## src/rtl/semi_auto_motion_executor_pkg.sv

```systemverilog
// ---------------------------------------------------------------------
// semi_auto_pkg : state encoding and default timings for motion execution
// Revision: 1.0
// ---------------------------------------------------------------------
`default_nettype none

package semi_auto_pkg;

  localparam int STATE_W               = 3;
  localparam int DEFAULT_TURN_CYCLES   = 1000;
  localparam int DEFAULT_SETTLE_CYCLES = 500;
  localparam int DEFAULT_CNT_W         = 16;

  typedef enum logic [STATE_W-1:0] {
    ST_IDLE   = 3'd0,
    ST_FWD    = 3'd1,
    ST_TURN_L = 3'd2,
    ST_TURN_R = 3'd3,
    ST_SETTLE = 3'd4
  } motion_state_e;

endpackage

`default_nettype wire

```

## src/rtl/semi_auto_motion_executor_if.sv

```systemverilog
// ---------------------------------------------------------------------
// semi_auto_motion_executor_if : decision inputs and drive outputs
// Revision: 1.0
// ---------------------------------------------------------------------
`default_nettype none

interface semi_auto_motion_executor_if;
  logic       move_forward_signal;
  logic       turn_left_signal;
  logic       turn_right_signal;
  logic       front_detector;
  logic       drive_forward;
  logic       drive_left;
  logic       drive_right;
  logic       busy;
  logic       turn_done;
  logic [2:0] motion_state;

  modport master (
    output move_forward_signal, turn_left_signal, turn_right_signal, front_detector,
    input  drive_forward, drive_left, drive_right, busy, turn_done, motion_state
  );

  modport slave (
    input  move_forward_signal, turn_left_signal, turn_right_signal, front_detector,
    output drive_forward, drive_left, drive_right, busy, turn_done, motion_state
  );
endinterface

`default_nettype wire

```

## src/rtl/semi_auto_motion_executor_timer.sv

```systemverilog
// ---------------------------------------------------------------------
// motion_timer : up-counter with clear, enable and terminal-count flag
// Revision: 1.0
// ---------------------------------------------------------------------
`default_nettype none

module motion_timer #(
  parameter int CNT_W = 16
) (
  input  wire logic             clk,
  input  wire logic             rst_n,
  input  wire logic             clear,
  input  wire logic             en,
  input  wire logic [CNT_W-1:0] compare,
  output logic                  tc
);

  logic [CNT_W-1:0] count_q;
  logic [CNT_W-1:0] count_d;

  assign tc = (count_q == compare);

  // Holds at the compare value so a missed clear can never wrap.
  always_comb begin
    count_d = count_q;
    if (clear) begin
      count_d = '0;
    end else if (en && !tc) begin
      count_d = count_q + 1'b1;
    end
  end

  always_ff @(posedge clk or negedge rst_n) begin
    if (!rst_n) begin
      count_q <= '0;
    end else begin
      count_q <= count_d;
    end
  end

endmodule

`default_nettype wire

```

## src/rtl/semi_auto_motion_executor.sv

```systemverilog
// ---------------------------------------------------------------------
// semi_auto_motion_executor : turns semi-auto decisions into timed drive commands
// Revision: 1.0
// ---------------------------------------------------------------------
`default_nettype none

module semi_auto_motion_executor
  import semi_auto_pkg::*;
#(
  parameter int TURN_CYCLES   = DEFAULT_TURN_CYCLES,
  parameter int SETTLE_CYCLES = DEFAULT_SETTLE_CYCLES,
  parameter int CNT_W         = DEFAULT_CNT_W
) (
  input  wire logic                   clk,
  input  wire logic                   rst_n,
  semi_auto_motion_executor_if.slave  bus
);

  localparam logic [CNT_W-1:0] TURN_CMP   = CNT_W'(TURN_CYCLES - 1);
  localparam logic [CNT_W-1:0] SETTLE_CMP = CNT_W'(SETTLE_CYCLES - 1);

  motion_state_e    state_q, state_d;
  logic             drive_forward_q, drive_forward_d;
  logic             drive_left_q, drive_left_d;
  logic             drive_right_q, drive_right_d;
  logic             busy_q, busy_d;
  logic             turn_done_q, turn_done_d;
  logic             timer_clear, timer_en, timer_tc;
  logic             in_turn;
  logic [CNT_W-1:0] timer_cmp;

  assign in_turn   = (state_q == ST_TURN_L) || (state_q == ST_TURN_R);
  assign timer_cmp = in_turn ? TURN_CMP : SETTLE_CMP;

  motion_timer #(.CNT_W(CNT_W)) u_timer (
    .clk     (clk),
    .rst_n   (rst_n),
    .clear   (timer_clear),
    .en      (timer_en),
    .compare (timer_cmp),
    .tc      (timer_tc)
  );

  always_comb begin
    state_d     = state_q;
    turn_done_d = 1'b0;
    case (state_q)
      ST_IDLE: begin
        if (bus.turn_left_signal)                                  state_d = ST_TURN_L;
        else if (bus.turn_right_signal)                            state_d = ST_TURN_R;
        else if (bus.move_forward_signal && !bus.front_detector)   state_d = ST_FWD;
      end
      ST_FWD: begin
        // Obstacle wins over any new decision while driving forward.
        if (bus.front_detector)          state_d = ST_IDLE;
        else if (bus.turn_left_signal)   state_d = ST_TURN_L;
        else if (bus.turn_right_signal)  state_d = ST_TURN_R;
        else if (!bus.move_forward_signal) state_d = ST_IDLE;
      end
      ST_TURN_L, ST_TURN_R: begin
        if (timer_tc) begin
          state_d     = ST_SETTLE;
          turn_done_d = 1'b1;
        end
      end
      ST_SETTLE: begin
        if (bus.front_detector || timer_tc) state_d = ST_IDLE;
      end
      default: state_d = ST_IDLE;
    endcase

    timer_clear = (state_d != state_q);
    timer_en    = in_turn || (state_q == ST_SETTLE);

    // Outputs follow the next state so they change on the same edge as state.
    drive_forward_d = (state_d == ST_FWD) || (state_d == ST_SETTLE);
    drive_left_d    = (state_d == ST_TURN_L);
    drive_right_d   = (state_d == ST_TURN_R);
    busy_d          = (state_d == ST_TURN_L) || (state_d == ST_TURN_R) || (state_d == ST_SETTLE);
  end

  always_ff @(posedge clk or negedge rst_n) begin
    if (!rst_n) begin
      state_q         <= ST_IDLE;
      drive_forward_q <= 1'b0;
      drive_left_q    <= 1'b0;
      drive_right_q   <= 1'b0;
      busy_q          <= 1'b0;
      turn_done_q     <= 1'b0;
    end else begin
      state_q         <= state_d;
      drive_forward_q <= drive_forward_d;
      drive_left_q    <= drive_left_d;
      drive_right_q   <= drive_right_d;
      busy_q          <= busy_d;
      turn_done_q     <= turn_done_d;
    end
  end

  assign bus.drive_forward = drive_forward_q;
  assign bus.drive_left    = drive_left_q;
  assign bus.drive_right   = drive_right_q;
  assign bus.busy          = busy_q;
  assign bus.turn_done     = turn_done_q;
  assign bus.motion_state  = state_q;

endmodule

`default_nettype wire

```

## src/flat_wrapper.sv

```systemverilog
// flat-port wrapper written by rule: the top's interface ports become plain ports
module semi_auto_motion_executor_flat import semi_auto_pkg::*;
#(
  parameter int TURN_CYCLES   = DEFAULT_TURN_CYCLES,
  parameter int SETTLE_CYCLES = DEFAULT_SETTLE_CYCLES,
  parameter int CNT_W         = DEFAULT_CNT_W
)
  (clk, rst_n, bus_move_forward_signal, bus_turn_left_signal, bus_turn_right_signal, bus_front_detector, bus_drive_forward, bus_drive_left, bus_drive_right, bus_busy, bus_turn_done, bus_motion_state);
  semi_auto_motion_executor_if bus_i ();
  input  wire logic clk;
  input  wire logic rst_n;
  input wire logic [$bits(bus_i.move_forward_signal)-1:0] bus_move_forward_signal;
  input wire logic [$bits(bus_i.turn_left_signal)-1:0] bus_turn_left_signal;
  input wire logic [$bits(bus_i.turn_right_signal)-1:0] bus_turn_right_signal;
  input wire logic [$bits(bus_i.front_detector)-1:0] bus_front_detector;
  output wire logic [$bits(bus_i.drive_forward)-1:0] bus_drive_forward;
  output wire logic [$bits(bus_i.drive_left)-1:0] bus_drive_left;
  output wire logic [$bits(bus_i.drive_right)-1:0] bus_drive_right;
  output wire logic [$bits(bus_i.busy)-1:0] bus_busy;
  output wire logic [$bits(bus_i.turn_done)-1:0] bus_turn_done;
  output wire logic [$bits(bus_i.motion_state)-1:0] bus_motion_state;
  assign bus_i.move_forward_signal = bus_move_forward_signal;
  assign bus_i.turn_left_signal = bus_turn_left_signal;
  assign bus_i.turn_right_signal = bus_turn_right_signal;
  assign bus_i.front_detector = bus_front_detector;
  assign bus_drive_forward = bus_i.drive_forward;
  assign bus_drive_left = bus_i.drive_left;
  assign bus_drive_right = bus_i.drive_right;
  assign bus_busy = bus_i.busy;
  assign bus_turn_done = bus_i.turn_done;
  assign bus_motion_state = bus_i.motion_state;
  semi_auto_motion_executor #(.TURN_CYCLES(TURN_CYCLES), .SETTLE_CYCLES(SETTLE_CYCLES), .CNT_W(CNT_W)) u_core (.clk(clk), .rst_n(rst_n), .bus(bus_i));
endmodule
```

## config.mk

```make
export PLATFORM = sky130hd
export DESIGN_NAME = semi_auto_motion_executor_flat
export DESIGN_NICKNAME = d
export VERILOG_FILES = /design/src/rtl/semi_auto_motion_executor_pkg.sv /design/src/rtl/semi_auto_motion_executor_if.sv /design/src/rtl/semi_auto_motion_executor_timer.sv /design/src/rtl/semi_auto_motion_executor.sv /design/src/flat_wrapper.sv
export SDC_FILE = /design/constraint.sdc
export NUM_CORES = 1
export LEC_CHECK = 0
export BUFFER_PORTS_ARGS = -buffer_cell sky130_fd_sc_hd__buf_2
export CAP_MARGIN = 15
export CORE_MARGIN = 2
export CORE_UTILIZATION = 60
export DETAILED_ROUTE_END_ITERATION = 8
export PLACE_DENSITY = 0.88
export SLEW_MARGIN = 30
export SYNTH_ARGS = -nofsm -noshare
export SYNTH_HDL_FRONTEND = slang
export SYNTH_SLANG_ARGS = --single-unit
```

## constraint.sdc

```tcl
create_clock -name clk -period 3.47 [get_ports clk]
set_clock_uncertainty 0.1 [all_clocks]
set_input_delay 0.5205 -clock clk [delete_from_list [all_inputs] [get_ports clk]]
set_output_delay 0.5205 -clock clk [all_outputs]
set_load 0.05 [all_outputs]
```

==> results of run 1 <==
-- cells by family (layout without fill, tap and decap cells) --
group / count (synthesis) / after routing
mux: 1 / 1
simple gates: 66 / 66
buf+inv: 7 / 18
fa+ha+maj: 1 / 1
xor+xnor: 15 / 15
flops: 24 / 24
compound gates: 21 / 21
-- worst max-delay path by stage --
stage,from,endpoint,depth (start not counted)
after floorplan,u_core.bus.motion_state[1],u_core.u_timer.count_q[9],7
after global placement,u_core.bus.motion_state[1],u_core.u_timer.count_q[12],5
after detailed placement,u_core.bus.motion_state[1],u_core.u_timer.count_q[12],5
after CTS,u_core.bus.motion_state[1],u_core.u_timer.count_q[12],5
after global routing,u_core.bus.motion_state[1],u_core.u_timer.count_q[12],5
final,u_core.bus.motion_state[1],u_core.u_timer.count_q[12],5
-- area by class of cell --
class / count / share of cell area [%]
multi-input cells: 104 / 50.3
flip-flops and latches: 24 / 40.8
repair buffers: 13 / 4.42
well taps: 28 / 2.38
clock buffers: 3 / 1.53
inverters: 2 / 0.510
-- layer usage --
metal,global-route usage (%),vias up
li1,-,503
met1,29.0,490
met2,35.0,33
met3,6.61,9
met4,11.4,0
met5,0,-
-- layout by cell type, fill, tap and decap left out, drive strengths merged, types with 4 or more instances in the layout --
cell    n
nor3    8
buf    13
nor2   24
a21oi   5
xor2    4
nand2   8
dfrtp  24
nand3   8
xnor2  11
-- synthesized netlist by cell type (2+ instances only) --
library cell / number / area, µm²
dfrtp_1: 24 / 601
nor2_1: 14 / 52.6
xnor2_1: 11 / 96.3
nor2_2: 10 / 62.6
nand2_1: 8 / 30.0
nor3_1: 8 / 40.0
nand3_1: 7 / 35.0
a21oi_1: 5 / 25.0
xor2_1: 4 / 35.0
nand2b_1: 3 / 18.8
o211ai_1: 3 / 22.5
o21ai_0: 3 / 15.0
and4_1: 2 / 17.5
clkbuf_1: 2 / 7.51
inv_1: 2 / 7.51
nor3b_2: 2 / 25.0
o2111ai_1: 2 / 17.5
-- stage by stage --
step	std cells	area (µm²)	utilization, %	total power, mW
final	174	1470	67.2	0.685
after global routing	174	1470	67.2	0.728
after CTS	174	1470	67.2	0.690
after detailed placement	171	1450	66.1	0.570
after global placement	171	1450	66.1	0.561
after floorplan	135	1390	-	0.520
-- power groups by stage --
stage	Sequential, mW	Clock [mW]	Combinational, mW
after floorplan	0.392	0	0.128
after detailed placement	0.394	0	0.176
final	0.389	0.121	0.175
after global routing	0.399	0.135	0.195
after global placement	0.390	0	0.171
after CTS	0.389	0.124	0.176
-- state kept, by name, summed over array words and instances (netlist names) --
signal                    flops
u_core.bus.drive_left         1
u_core.bus.drive_forward      1
u_core.bus.turn_done          1
u_core.u_timer.count_q       16
u_core.bus.busy               1
u_core.bus.drive_right        1
u_core.bus.motion_state       3
==> results.md, run 1 <==
* Initial Util at 63.3%
* Routed wire per std cell at 14.5 µm
* Post-synthesis xor/xnor area fraction at under 10%
* Drt drc at 0
* Proportion of synthesized area in mux cells at 0.721%
* CP max FO at 16
* Max-cap violation count at 0
* Switching power at 243 µW
* Sw Share at between 30% and 40%
* Final hold slack at 0.0542 ns
* Simple-gate share of the synthesized area at 29.4%
* Met2 routed WL at between 1000 and 1500 µm
* Largest net degree at the start of global routing at 25
* Startpoint types: register
* Clock Power Share at between 10% and 20%
* Clock Sinks at 24
* Die ar. at between 2000 and 3000 µm²
* Post-synth EDFFs at 0
* Setup tns final at 0 ns
* Synth async-reset ratio at 100%
* # resized after CTS at 0
* Remaining global-route overflow at 0
* FMAX at approximately 400 MHz
* Post-DP HPWL at 1890 µm
* Internal cell power at between 400 and 500 µW
* Met3 WL post-DR at around 130 µm
* Static Leak at roughly 0.61 nW
* PwrDens at around 470 nW/µm²
* First-pass GRT wire length at approximately 4400 µm
* Most used DFF post-synth: dfrtp_1
* Fin crit share at between 70% and 80%
* Hold Path Class: in -> async
* Vias at between 1k and 1.5k
* TritonRoute pass-1 iters at 4
* Fin. Hold Viols at 0
* Slew Viols, Final at 0
* Warnings from Yosys at 0
* Chip Width at ~52 µm
* Max stage delay cell, worst path: a32oi_4
* Area delta synth->final at 6.04%
* Worst-Margin Slew at 0.724 ns
* Seq/Total Area, Yosys at a little over two fifths
* Largest family of logic cells by synthesized area: simple AND/OR/NAND/NOR gates
* Post-Syn Nets at approximately 140
* CP max stage delay at ~0.68 ns
* Comb pwr share at about a quarter
* Die height at 52.1 µm
* CTS tree: done
* Synth Instances at about 140
* Compound-Gate Fraction of Synth Area at ~13%
* Reg2reg path depth at 5
* Area share of fa/ha/maj cells after synthesis at less than 1%
* Metal-1 WL at approximately 1200 µm
* GP Congestion at ~0.86
* Reg area at between 600 and 700 µm²
* Worst path top cell family by delay: simple AND/OR/NAND/NOR gates
* TritonCTS Buffers at 3
* DR top layer: met4
* Pre-CTS setup slack at 0.965 ns
* Share of layout cells above drive strength 1 at 25.3%
* Reg-to-Reg End: u_core.u_timer.count_q[12]
* Gr usage total at 22.7%
* Post-CTS setup buffer count at 0
* H-tree Lvls at 1
* Setup slack, reg-to-reg at 0.94 ns
* Vias in the first global route at 986
* Critical Path AT at roughly 2.6 ns
* Mean Syn Cell Area at about 10 µm²
* Final net count at 155
* Synth Register Bits at 24
* VDD IR max at about 0.37 mV
* Min setup slack post-route at between 0.9 and 1 ns
* Critical path, cell by cell: and4bb_4 -> a22oi_4 -> or2_0 -> a32oi_4 -> nor2_1
* Detailed Route WL at 2530 µm
* Root Buffer: clkbuf_4
* Port bufs at 13
* Buf/Inv on CP at 0
* Worst setup EP type: register
* Area of the multi-input gates at between 700 and 800 µm²
* Row cnt at 17
* RSZ-0062 raised after global routing: false
* Filler instances at around 180
* Clock-pin slew on the worst setup and hold paths at between 0.1 and 0.15 ns
* Worst skew pair latency at approximately 0.32 ns
* Antenna violations before repair at 0
* Register share of total power at a little under three fifths
* Post-synthesis instance area at between 1000 and 1500 µm²
* Ant diodes at 0
* Initial DRC count at 23
* Core Box Area at ~2200 µm²
* Yosys cell types at between 40 and 50
* Routed vias/inst at 5.95
* Setup Crit Path Kind: reg -> reg
* Outcome: finished, final reports clean
* Worst EP required at ~3.6 ns
* R2r startpoint: u_core.bus.motion_state[1]
* Max Buffers Root-to-Sink at 2
* Final setup violation count at 0
* Max_slew headroom at about half
* Post-route ant nets at 0
* Cts hold-fix bufs at 0
* IO Pins at 14
* Tmin final at approximately 2.5 ns
Power figures use the tool's default switching activity.
==> inputs of run 2 (changes only) <==
- ABC_AREA: default -> 1
- CORE_UTILIZATION: 60 -> 58
- PLACE_DENSITY: 0.88 -> 0.85
- clock period: 3.47 -> 2.4 ns (I/O delays scaled with it)
==> run 2 against run 1 <==
Compared with the run above:
- worst setup slack got worse by 0.38 ns
- clock power rose by 42%
- final cell count grew 35%
- fmax increased by 38%
- utilization decreased by 2.3 points
- cell area grew 6.2%
- worst hold slack improved by 0.23 ns
- global-route usage is 1.2 points higher
- count of clock-buffer cells in the layout stayed put
- sequential share of layout area fell by 2.4 points
- critical path type unchanged
- largest cell class unchanged
- largest power group unchanged
- highest routed layer unchanged
==> results.md, run 2 <==
* Setup slack, reg-to-reg at between 0.5 and 0.6 ns
* Critical path, cell by cell: ha_1 -> nand2_1 -> nor2_1 -> nand2_1 -> nor2_4 -> nand2_4 -> nand3_2 -> nand2_1 -> nand2_2 -> nor2_2 -> nand3_1 -> nand2_1
* Root Buffer: clkbuf_4
* FMAX at around 540 MHz
* Max_slew headroom at between 60 and 70%
* Setup tns final at 0 ns
* Warnings from Yosys at 0
* Buf/Inv on CP at 0
* Port bufs at 13
* VDD IR max at 0.529 mV
* Mean Syn Cell Area at roughly 7.7 µm²
* CP max stage delay at around 0.42 ns
* Yosys top cell area share at roughly two fifths
* Worst path top cell family by delay: simple AND/OR/NAND/NOR gates
* Sw Share at between 30% and 40%
* Area delta synth->final at 7.95%
* Worst skew pair latency at between 0.3 and 0.4 ns
* Register share of total power at a little over 50%
* Max-cap violation count at 0
* Post-CTS setup buffer count at 0
* Clock Power Share at approximately 17%
* Most used DFF post-synth: dfrtp_1
* Util after Layout at roughly two thirds
* Row cnt at 18
* Post-synth EDFFs at 0
* Final setup violation count at 0
* CP dominant cell by count: nand2_1
* Post-route ant nets at 0
* Pre-CTS setup slack at roughly 0.57 ns
* Vias at approximately 1.3k
* CTS tree: done
* Detailed Route WL at between 2000 and 3000 µm
* Antenna violations before repair at 0
* TritonCTS Buffers at 3
* Synth Register Bits at 24
* Synth Instances at between 150 and 200
* Internal cell power at 613 µW
* Post-Syn Nets at around 200
* Max Buffers Root-to-Sink at 2
* Routed vias/inst at between 5 and 6
* Vias in the first global route at 1227
* Post-synthesis instance area at 1450 µm²
* Most frequent cells in the layout: nand2_1, inv_1, dfrtp_1
* PwrDens at between 600 and 700 nW/µm²
* Largest net degree at the start of global routing at 25
* Max reg flops at 16
* Core Box Area at 2410 µm²
* First-pass GRT wire length at roughly 5000 µm
* Chip Width at 54.0 µm
* Synth async-reset ratio at between 90% and 100%
* Top-count cell post-synth: nand2_1
* Static Leak at 0.825 nW
* Die height at 54.0 µm
* Initial Util at between 60 and 70%
* Final hold slack at 0.284 ns
* Drt drc at 0
* RSZ-0062 raised after global routing: false
* Ant diodes at 0
* Gr usage total at 23.9%
* Comb pwr share at about 32%
* Share of layout cells above drive strength 1 at 24.4%
* Filler instances at 210
* Post-DP HPWL at around 2300 µm
* H-tree Lvls at 1
* Final net count at 214
* Area contributors post-synth: dfrtp_1, nand2_1, inv_1
* Biggest register: u_core.u_timer.count_q
* Startpoint types: register
* Worst-Margin Slew at roughly 0.51 ns
* Worst setup EP type: register
* Cts hold-fix bufs at 1
* Initial DRC count at 27
* Slew Viols, Final at 0
* IO Pins at 14
* Hold Path Class: in -> reg
* Post-synth top cells: nand2_1, inv_1, dfrtp_1, nor2_1, nand3_1
* Yosys top cell by area: dfrtp_1
* Critical Path AT at about 2 ns
* # resized after CTS at 0
* TritonRoute pass-1 iters at 4
* Routed wire per std cell at roughly 12 µm
* Fin. Hold Viols at 0
* Seq/Total Area, Yosys at about two fifths
* Min setup slack post-route at approximately 0.56 ns
* Fin crit share at between 70 and 80%
* Worst EP required at 2.56 ns
* Max stage delay cell, worst path: dfrtp_1
* Switching power at roughly 400 µW
* Tmin final at approximately 1.8 ns
* Remaining global-route overflow at 0
* Setup Crit Path Kind: reg -> reg
* CP max FO at 7
* Outcome: finished, final reports clean
* Die ar. at between 2000 and 3000 µm²
* Most common cell after layout, fill and taps aside: nand2_1
* Clock-pin slew on the worst setup and hold paths at approximately 0.12 ns
* GP Congestion at roughly 0.85
* Clock Sinks at 24
* Yosys cell types at 23
[run 2: changes by cell type after synthesis, sizes merged, moves of 3 or more]
cell / previous run / this run
xnor2: 11 / 0
nor2: 24 / 30
nor3b: 3 / 0
and4: 3 / 0
inv: 2 / 32
nand2: 8 / 55
o21ai: 3 / 6
nand4: 1 / 4
nand3: 8 / 18
o211ai: 3 / 0
nand2b: 3 / 0
[run 2: logic make-up (layout without fill, tap and decap cells)]
| kind of cell | count (synthesis) | in the layout | share of synthesized area, % |
|---|---|---|---|
| simple gates | 114 | 114 | 40.0 |
| buf+inv | 33 | 49 | 9.68 |
| flops | 24 | 24 | 41.5 |
| compound gates | 12 | 12 | 4.93 |
| xor+xnor | 5 | 5 | 3.02 |
| fa+ha+maj | 1 | 1 | 0.864 |
[run 2: per-layer routing]
layer / part of all wire, % / GRT usage [%]
met5: 0 / 0
met3: 3.6 / 3.33
met1: 44 / 27.0
met4: 1.6 / 7.69
met2: 51 / 45.5
[run 2: worst min-delay path, delay by kind of cell]
kind | cells | cell delay [ns]
AND/OR/NAND/NOR | 2 | 0.16
buffers and inverters | 2 | 0.15
[run 2: final timing paths]
path | startpoint | end | cells after the start
worst max-delay path | u_core.u_timer.count_q[0] | u_core.u_timer.count_q[8] | 12
worst min-delay path | bus_front_detector | u_core.bus.motion_state[2] | 4
worst max register to register | u_core.u_timer.count_q[0] | u_core.u_timer.count_q[8] | 12
worst min register to register | u_core.u_timer.count_q[15] | u_core.u_timer.count_q[15] | 3
max in group asynchronous | rst_n | u_core.u_timer.count_q[13] | 2
min in group asynchronous | rst_n | u_core.u_timer.count_q[3] | 2
[run 2: power groups by stage]
stage	Sequential [mW]	Clock, mW	Combinational (mW)
floorplan	0.584	0	0.189
global placement	0.518	0	0.319
detailed placement	0.521	0	0.329
CTS	0.514	0.176	0.331
global route	0.521	0.194	0.361
finish	0.513	0.172	0.326
[run 2: cell type report]
| type | instances | area (µm²) | area share [%] |
|---|---|---|---|
| Clock buffer | 3 | 22.5 | 1.44 |
| Inverter | 32 | 120 | 7.69 |
| Multi-Input combinational cell | 132 | 707 | 45.2 |
| Sequential cell | 24 | 601 | 38.4 |
| Tap cell | 30 | 37.5 | 2.40 |
| Timing Repair Buffer | 14 | 75.1 | 4.80 |
[run 2: metrics by stage]
stage                     total power [mW]  area [µm²]  instances
after floorplan                      0.773        1450        189
after global placement               0.837        1530        231
after detailed placement             0.850        1530        231
after CTS                             1.02        1560        235
after global routing                  1.07        1560        235
final                                 1.01        1560        235
